### config.mk
export PLATFORM = sky130hd
export DESIGN_NAME = ddc112_readout_ctrl_flat
export DESIGN_NICKNAME = d
export VERILOG_FILES = /design/src/rtl/ddc112_pkg.sv /design/src/rtl/ddc112_readout_ctrl_if.sv /design/src/rtl/ddc112_conv_timer.sv /design/src/rtl/ddc112_readout_ctrl.sv /design/src/flat_wrapper.sv
export SDC_FILE = /design/constraint.sdc
export NUM_CORES = 1
export LEC_CHECK = 0
export CAP_MARGIN = 20
export CORE_UTILIZATION = 50
export DETAILED_ROUTE_END_ITERATION = 7
export GPL_ROUTABILITY_DRIVEN = 0
export PLACE_DENSITY = 0.71
export SLEW_MARGIN = 20
export SYNTH_ARGS = -nofsm -noshare
export SYNTH_HDL_FRONTEND = slang
export SYNTH_SLANG_ARGS = --single-unit
### constraint.sdc
create_clock -name SYS_CLK -period 8.8 [get_ports SYS_CLK]
set_input_delay 2.2 -clock SYS_CLK [delete_from_list [all_inputs] [get_ports SYS_CLK]]
set_output_delay 2.2 -clock SYS_CLK [all_outputs]
set_load 0.02 [all_outputs]
### src/rtl/ddc112_pkg.sv
// Shared types and constants for the DDC112 readout slice.
// FSM state encoding plus default channel and frame widths.
package ddc112_pkg;

    localparam int DDC_NBITS = 20;
    localparam int DDC_FRAME = 2 * DDC_NBITS;

    typedef enum logic [2:0] {
        IDLE,
        WAIT,
        SETUP,
        SHIFT,
        DONE
    } ddc_state_t;

endpackage

### src/rtl/ddc112_readout_ctrl_if.sv
// Frame hand-off from the DDC112 sequencer to the consumer.
// Ports: CH1_DATA, CH2_DATA, DATA_VALID (master out), DATA_ACK (master in).
interface ddc112_readout_ctrl_if
    import ddc112_pkg::*;
#(
    parameter int NBITS = DDC_NBITS
);

    logic [NBITS-1:0] CH1_DATA;
    logic [NBITS-1:0] CH2_DATA;
    logic             DATA_VALID;
    logic             DATA_ACK;

    modport master (
        output CH1_DATA,
        output CH2_DATA,
        output DATA_VALID,
        input  DATA_ACK
    );

    modport slave (
        input  CH1_DATA,
        input  CH2_DATA,
        input  DATA_VALID,
        output DATA_ACK
    );

endinterface

### src/rtl/ddc112_conv_timer.sv
// Integration timer: toggles CONV every CONV_PERIOD cycles while EN.
// Ports: SYS_CLK, RST (async high), EN in; CONV level and 1-cycle conv_tick out.
module ddc112_conv_timer
    import ddc112_pkg::*;
#(
    parameter int CONV_PERIOD = 10000
) (
    input  logic SYS_CLK,
    input  logic RST,
    input  logic EN,
    output logic CONV,
    output logic conv_tick
);

    localparam int CW = $clog2(CONV_PERIOD);

    logic [CW-1:0] cnt;

    always_ff @(posedge SYS_CLK or posedge RST) begin
        if (RST) begin
            cnt       <= '0;
            CONV      <= 1'b0;
            conv_tick <= 1'b0;
        end else begin
            conv_tick <= 1'b0;
            if (!EN) begin
                cnt <= '0;
            end else if (cnt == CW'(CONV_PERIOD - 1)) begin
                cnt       <= '0;
                CONV      <= ~CONV;
                conv_tick <= 1'b1;
            end else begin
                cnt <= cnt + CW'(1);
            end
        end
    end

endmodule

### src/rtl/ddc112_readout_ctrl.sv
// DDC112 sequencer: CONV timing, DVALID wait, serial frame readout, frame hand-off.
// Ports: SYS_CLK, RST, EN, DVALID_BAR, DOUT in; CONV, DCLK, DXMIT_BAR,
//        OVERRUN, TIMEOUT, OVERLAP out; data_if (master) carries CH1/CH2 with valid/ack.
module ddc112_readout_ctrl
    import ddc112_pkg::*;
#(
    parameter int CONV_PERIOD = 10000,
    parameter int DCLK_DIV    = 4,
    parameter int DV_TIMEOUT  = 8000,
    parameter int NBITS       = DDC_NBITS
) (
    input  logic SYS_CLK,
    input  logic RST,
    input  logic EN,
    input  logic DVALID_BAR,
    input  logic DOUT,
    output logic CONV,
    output logic DCLK,
    output logic DXMIT_BAR,
    output logic OVERRUN,
    output logic TIMEOUT,
    output logic OVERLAP,
    ddc112_readout_ctrl_if.master data_if
);

    localparam int FRAME = 2 * NBITS;
    localparam int TW    = $clog2(DV_TIMEOUT);
    localparam int PW    = $clog2(DCLK_DIV);
    localparam int BW    = $clog2(FRAME);

    ddc_state_t       state;
    logic             conv_tick;
    logic             tick_pend;
    logic             dvb_s1;
    logic             dvb_s2;
    logic             dv;
    logic [TW-1:0]    tcnt;
    logic [PW-1:0]    pcnt;
    logic [BW-1:0]    bcnt;
    logic [FRAME-1:0] sreg;
    logic [NBITS-1:0] ch1_q;
    logic [NBITS-1:0] ch2_q;
    logic             valid_q;

    ddc112_conv_timer #(
        .CONV_PERIOD(CONV_PERIOD)
    ) u_timer (
        .SYS_CLK  (SYS_CLK),
        .RST      (RST),
        .EN       (EN),
        .CONV     (CONV),
        .conv_tick(conv_tick)
    );

    always_ff @(posedge SYS_CLK or posedge RST) begin
        if (RST) begin
            dvb_s1 <= 1'b1;
            dvb_s2 <= 1'b1;
        end else begin
            dvb_s1 <= DVALID_BAR;
            dvb_s2 <= dvb_s1;
        end
    end

    assign dv = ~dvb_s2;

    assign data_if.CH1_DATA   = ch1_q;
    assign data_if.CH2_DATA   = ch2_q;
    assign data_if.DATA_VALID = valid_q;

    always_ff @(posedge SYS_CLK or posedge RST) begin
        if (RST) begin
            state     <= IDLE;
            tick_pend <= 1'b0;
            tcnt      <= '0;
            pcnt      <= '0;
            bcnt      <= '0;
            sreg      <= '0;
            DCLK      <= 1'b0;
            DXMIT_BAR <= 1'b1;
            ch1_q     <= '0;
            ch2_q     <= '0;
            valid_q   <= 1'b0;
            OVERRUN   <= 1'b0;
            TIMEOUT   <= 1'b0;
            OVERLAP   <= 1'b0;
        end else begin
            OVERRUN <= 1'b0;
            TIMEOUT <= 1'b0;
            OVERLAP <= 1'b0;
            // ack clears first so a same-cycle load in DONE wins
            if (data_if.DATA_ACK) begin
                valid_q <= 1'b0;
            end
            unique case (state)
                IDLE: begin
                    tick_pend <= 1'b0;
                    if ((conv_tick || tick_pend) && EN) begin
                        state <= WAIT;
                        tcnt  <= '0;
                    end
                end
                WAIT: begin
                    if (dv) begin
                        state     <= SETUP;
                        DXMIT_BAR <= 1'b0;
                        pcnt      <= '0;
                    end else if (conv_tick) begin
                        tcnt <= '0;
                    end else if (tcnt == TW'(DV_TIMEOUT - 1)) begin
                        TIMEOUT <= 1'b1;
                        state   <= IDLE;
                    end else begin
                        tcnt <= tcnt + TW'(1);
                    end
                end
                SETUP: begin
                    if (conv_tick) begin
                        OVERLAP <= 1'b1;
                    end
                    if (pcnt == PW'(DCLK_DIV - 1)) begin
                        pcnt  <= '0;
                        bcnt  <= '0;
                        state <= SHIFT;
                    end else begin
                        pcnt <= pcnt + PW'(1);
                    end
                end
                SHIFT: begin
                    if (conv_tick) begin
                        OVERLAP <= 1'b1;
                    end
                    if (pcnt != PW'(DCLK_DIV - 1)) begin
                        pcnt <= pcnt + PW'(1);
                    end else begin
                        pcnt <= '0;
                        DCLK <= ~DCLK;
                        // DOUT is stable through the low phase; take it as DCLK rises
                        if (!DCLK) begin
                            sreg <= {sreg[FRAME-2:0], DOUT};
                        end else if (bcnt == BW'(FRAME - 1)) begin
                            state     <= DONE;
                            DXMIT_BAR <= 1'b1;
                        end else begin
                            bcnt <= bcnt + BW'(1);
                        end
                    end
                end
                DONE: begin
                    // a tick here is replayed by IDLE on the next cycle
                    tick_pend <= conv_tick;
                    state     <= IDLE;
                    if (!valid_q || data_if.DATA_ACK) begin
                        ch2_q   <= sreg[FRAME-1:NBITS];
                        ch1_q   <= sreg[NBITS-1:0];
                        valid_q <= 1'b1;
                    end else begin
                        OVERRUN <= 1'b1;
                    end
                end
                default: state <= IDLE;
            endcase
        end
    end

endmodule
### src/flat_wrapper.sv
// flat-port wrapper written by rule: the top's interface ports become plain ports
module ddc112_readout_ctrl_flat import ddc112_pkg::*;
#(
    parameter int CONV_PERIOD = 10000,
    parameter int DCLK_DIV    = 4,
    parameter int DV_TIMEOUT  = 8000,
    parameter int NBITS       = DDC_NBITS
)
  (SYS_CLK, RST, EN, DVALID_BAR, DOUT, CONV, DCLK, DXMIT_BAR, OVERRUN, TIMEOUT, OVERLAP, data_if_CH1_DATA, data_if_CH2_DATA, data_if_DATA_VALID, data_if_DATA_ACK);
  ddc112_readout_ctrl_if #(.NBITS(NBITS)) data_if_i ();
  input  logic SYS_CLK;
  input  logic RST;
  input  logic EN;
  input  logic DVALID_BAR;
  input  logic DOUT;
  output logic CONV;
  output logic DCLK;
  output logic DXMIT_BAR;
  output logic OVERRUN;
  output logic TIMEOUT;
  output logic OVERLAP;
  output wire logic [$bits(data_if_i.CH1_DATA)-1:0] data_if_CH1_DATA;
  output wire logic [$bits(data_if_i.CH2_DATA)-1:0] data_if_CH2_DATA;
  output wire logic [$bits(data_if_i.DATA_VALID)-1:0] data_if_DATA_VALID;
  input wire logic [$bits(data_if_i.DATA_ACK)-1:0] data_if_DATA_ACK;
  assign data_if_CH1_DATA = data_if_i.CH1_DATA;
  assign data_if_CH2_DATA = data_if_i.CH2_DATA;
  assign data_if_DATA_VALID = data_if_i.DATA_VALID;
  assign data_if_i.DATA_ACK = data_if_DATA_ACK;
  ddc112_readout_ctrl #(.CONV_PERIOD(CONV_PERIOD), .DCLK_DIV(DCLK_DIV), .DV_TIMEOUT(DV_TIMEOUT), .NBITS(NBITS)) u_core (.SYS_CLK(SYS_CLK), .RST(RST), .EN(EN), .DVALID_BAR(DVALID_BAR), .DOUT(DOUT), .CONV(CONV), .DCLK(DCLK), .DXMIT_BAR(DXMIT_BAR), .OVERRUN(OVERRUN), .TIMEOUT(TIMEOUT), .OVERLAP(OVERLAP), .data_if(data_if_i));
endmodule
Word-level counts from Yosys, hierarchy flattened
Index checks and enable logic that the tools add are counted.
{ "totals": {"register_bits": 129, "input_bits": 6, "out_inout_bits": 47} }
{ "op_classes": {"add_sub_neg": 4, "n_eq_ne": 20, "mux": 44, "n_bitwise": 3, "reduce_logical": 20} }
{ "ops": {"columns": ["op", "count"], "rows": [
  ["$mux 13", 4],
  ["$mux 14", 2],
  ["$pmux 13 s2", 1],
  ["$mux 3", 8],
  ["$mux 6", 4],
  ["$mux 1", 17],
  ["$add 14x1->14 const B", 1],
  ["$eq 14x14->1 const B", 1],
  ["$add 13x1->13 const B", 1],
  ["$eq 13x13->1 const B", 1],
  ["$pmux 3 s4", 1],
  ["$pmux 6 s2", 1],
  ["$ne 2x1->1 const B", 5],
  ["$reduce_and 5->1", 2],
  ["$ne 3x3->1 const B", 3],
  ["$ne 2x2->1 const B", 4],
  ["$reduce_and 2->1", 4],
  ["$reduce_bool 2->1", 4],
  ["$reduce_and 7->1", 1],
  ["$add 6x1->6 const B", 1],
  ["$eq 3x2->1 const B", 2],
  ["$eq 6x6->1 const B", 1],
  ["$mux 2", 3],
  ["$pmux 2 s3", 1],
  ["14 further kinds", 18]
]} }

Depth between registers and ports, before layout
{ "logic_depth": {"depth_word": 5, "depth_mapped": 6} }

Hierarchy
A second synthesis with hierarchy kept.
{ "hier_totals": {"cells_unflattened": 419, "hier_area_um2": 5406.4} }
{ "by_module_without_submodules": {"columns": ["mod", "n_inst", "cells_each", "area_per_inst_um2", "seq_area_each_um2"], "rows": [
  ["ddc112_readout_ctrl", 1, 345, 4642.0, 2831.5],
  ["ddc112_conv_timer", 1, 74, 764.5, 400.4]
]} }

Least setup slack after synthesis
Ideal clock, no wire load.
{ "synth_path": {"kind": "input port to flip-flop", "startpoint": "input EN", "endpoint": "register u_core.tcnt[2]", "arrival_ps": 3069, "slack_ps": 5611, "stages": 4, "n_path_buf": 0, "path_cell_list": "o21ai_0 > o41a_1 > a22o_1 > a31o_2"} }
{ "synth_via": {"elab_chain_len": 3} }
{ "synth_rtl": {"columns": ["item", "line", "source"], "rows": [
  ["start: declaration", "flat_wrapper.sv:13", "input logic EN;"],
  ["$logic_and 1x1->1", "ddc112_readout_ctrl.sv:98", "if ((conv_tick || tick_pend) && EN) begin"],
  ["$ne 2x1->1 (no source line)", null, null],
  ["$reduce_and 4->1 (no source line)", null, null],
  ["end signal: assignment", "ddc112_readout_ctrl.sv:114", "tcnt <= tcnt + TW'(1);"],
  ["end: declaration", "ddc112_readout_ctrl.sv:37", "logic [TW-1:0] tcnt;"]
]} }
No other way between the ends.
A chain may end at the register's enable or synchronous reset.

Worst setup path in the final report
{ "layout_path": {"startpoint": "register u_core.DXMIT_BAR", "endpoint": "output DXMIT_BAR"} }
{ "layout_rtl": {"columns": ["item", "line", "source"], "rows": [
  ["start: declaration", "ddc112_readout_ctrl.sv:19", "output logic DXMIT_BAR,"],
  ["start signal: assignment", "ddc112_readout_ctrl.sv:80", "DXMIT_BAR <= 1'b1;"],
  ["start signal: assignment", "ddc112_readout_ctrl.sv:106", "DXMIT_BAR <= 1'b0;"],
  ["start signal: assignment", "ddc112_readout_ctrl.sv:143", "DXMIT_BAR <= 1'b1;"],
  ["end: declaration", "flat_wrapper.sv:18", "output logic DXMIT_BAR;"]
]} }
No word-level cell between the ends.

==> metrics <==
result of the run finished clean; met2 layer wire length in the routed design 4.70 mm; uppermost metal layer occupied by signal nets met4; CP Launch Point u_core.DXMIT_BAR; synthesized-area fraction occupied by ao, oa, aoi and oai cells under 10%; number of enable-type register cells in the synthesized netlist 0; worst-case vdd ir drop between 0.1 and 0.15 mV; number of hold-repair buffers added at the cts stage 0; Die X approximately 110 µm; netlist area before placement approximately 5400 µm²; root buffer selected by CTS clkbuf_8; adder-cell share of the synthesized area less than 1%; Routed WL between 9 and 10 mm; number of ports placed on the die boundary 53; proportion of synthesized flip-flops having asynchronous set or reset 100%; P&R area growth vs syn 22.8%; Starting DRT DRC Count between 150 and 200; delay of the slowest critical-path stage 0.61 ns; sequential fraction of the synthesis area between 50% and 60%; commonest register cell after synthesis dfrtp_1; share of post-route cells with drive strength above 1 around a quarter; required time at the worst-slack endpoint around 6.6 ns; starting density of the core 52.2%; highest fanout seen on the critical path 2; initial antenna violation count 0; remaining antenna violation count after routing 0; worst path bufs/invs 1; family with the most delay on the worst path buffers and inverters; maximum clock frequency 0.260 GHz; number of distinct library cells after synthesis between 50 and 60; post-layout total power between 0.001 and 0.0015 W; full die area between 10000 and 15000 µm²; endpoint type of the worst setup path output port; synthesized-area fraction occupied by xor and xnor cells under 10%; number of remaining DRC errors 0; clock edge transition at the registers on the reported setup and hold paths roughly 0.06 ns; antenna diode instance count 0; Layout Nets 484; syn_area_per_cell around 13 µm²; detailed-router iteration count before antenna repair 4; worst setup path class reg -> out; Placeable Area around 10000 µm²; hold path startpoint u_core.dvb_s1; multiplexer area fraction after synthesis 16.8%; port buffer count 52; startpoint type of the worst setup path flip-flop; Simple-Gate Fraction of Synth Area approximately 12%; vias in the first global route approximately 3500; Die Height 106 µm; combinational family with the most area after synthesis multiplexers; final hold violation count 0; Pwr Density 200 nW/µm²; Avg Vias per Cell between 5 and 6; reported max-cap violation count 0; row count 37; total grt overflow 0; combined global-route utilization of all metal layers roughly 20%; clock buffers created by TritonCTS 17; standard cell with the maximum stage delay on the critical path clkdlybuf4s50_1; clk sink count between 100 and 150; level count of the clock H-tree 4; wire length of the first global-routing pass roughly 17 mm; number of setup violations in the final report 0; Post-Syn Instances approximately 420; startpoint of the worst register-to-register path u_core.state[2]; most common cell after layout, fill and taps aside dfrtp_1; headroom to the max-slew limit just under 50%; unrepaired setup endpoints after global routing no; ordered list of cells on the worst path clkdlybuf4s50_1; final routed wire length divided by cell count 15.9 µm; final-report max-slew violation count 0; maximum clock insertion buffer count 2; Met3 Wirelength 494 µm; Final Cell Area ~6700 µm²; Yosys reg bits between 100 and 150; worst setup skew after layout 0.0102 ns; path class of the lowest-slack min-delay path reg -> reg; total placed instance area just over 6000 µm²; most used cells in the layout excluding fill and tap cells dfrtp_1, mux2_2, clkdlybuf4s50_1; summed negative setup slack over all endpoints 0 ns; Synth Net Count roughly 430; post-CTS setup buffer count 0; clock tree from TritonCTS yes; Yosys warnings 0; insertion delay of the later-clocked pin in the worst-skew pair 0.52 ns; critical path arrival ~1.7 ns; leakage dissipation between 3 and 4 nW; Final Critical Period ~3.8 ns; quantity of gates resized following cts 0; wire length the detailed router placed on met1 between 4 and 5 mm; final HPWL from detailed placement about 6 mm; measured slew at the worst slew-check pin 0.755 ns; largest net degree at the start of global routing 88; post-route fraction of the period consumed by the critical path 43.7%; total vias in the final route between 3000 and 4000
-- flip-flops by register name, summed over array words and instances, names as in the netlist, 2 cells and up --
register	cells
u_core.state	3
u_core.data_if.CH2_DATA	20
u_core.sreg	40
u_core.pcnt	2
u_core.bcnt	6
u_core.u_timer.cnt	14
u_core.data_if.CH1_DATA	20
u_core.tcnt	13
-- cell usage after synthesis (all sizes together) (5+ instances only) --
library cell / instances / area share (%)
nand4: 10 / 1.2
xor2: 7 / 1.1
mux2: 80 / 17
a21oi: 6 / 0.55
nand3: 12 / 1.1
nand2b: 7 / 0.81
nor4: 5 / 0.58
inv: 9 / 0.62
o21ai: 17 / 1.6
nor3: 5 / 0.55
buf: 15 / 1.9
nand2: 18 / 1.3
nor2: 24 / 1.7
and4: 5 / 0.81
xnor2: 9 / 1.4
and2: 7 / 0.83
dfrtp: 126 / 58
-- area by class of cell --
type | count | area (µm²)
Clock buffer | 22 | 453
Clock inverter | 9 | 155
Fill cell | 784 | 3740
Inverter | 9 | 36.3
Multi-Input combinational cell | 262 | 2070
Sequential cell | 129 | 3230
Tap cell | 136 | 170
Timing Repair Buffer | 55 | 559
-- path summary, 6_finish.rpt --
| check | endpoint | cells past startpoint | slack (ns) |
|---|---|---|---|
| setup reg to reg | u_core.sreg[24] | 4 | 6.68 |
| setup / recovery | DXMIT_BAR | 1 | 4.95 |
| hold reg to reg | u_core.dvb_s2 | 0 | 0.35 |
| min in group asynchronous | u_core.u_timer.cnt[4] | 2 | 2.09 |
| max in group asynchronous | u_core.state[1] | 3 | 5.59 |
| hold / removal | u_core.dvb_s2 | 0 | 0.35 |
-- per-stage QoR --
step	util, %	hold slack [ns]	cells	setup WS [ns]
3_3_place_gp	58.1	0.347	590	4.45
4_1_cts	63.9	0.355	621	4.91
5_1_grt	64.1	0.358	622	4.89
6_report	64.1	0.355	622	4.95
3_5_place_dp	58.1	0.347	590	4.44
2_1_floorplan	-	0.345	417	3.16
-- metal layers --
metal	GRT usage (%)	vias up
met5	0	-
met2	29.8	77
li1	-	1620
met1	25.7	1727
met3	6.01	15
met4	8.93	0
-- report_power, final --
part	total (W)	switching, W	internal, W
logic	0.0000182	0.0000135	0.00000467
clock network	0.000718	0.000244	0.000474
registers	0.000600	0.00000251	0.000597
total	0.00134	0.000260	0.00108
-- logic make-up (layout without fill, tap and decap cells) --
family / count (synthesis) / count (layout)
muxes: 81 / 81
buffers and inverters: 26 / 95
and+or+nand+nor: 114 / 114
DFF: 129 / 129
adders and majority gates: 4 / 4
xor gates and xnor gates: 16 / 16
AOI/OAI and AO/OA: 47 / 47
Note: power is estimated with default switching activity, not from simulation.
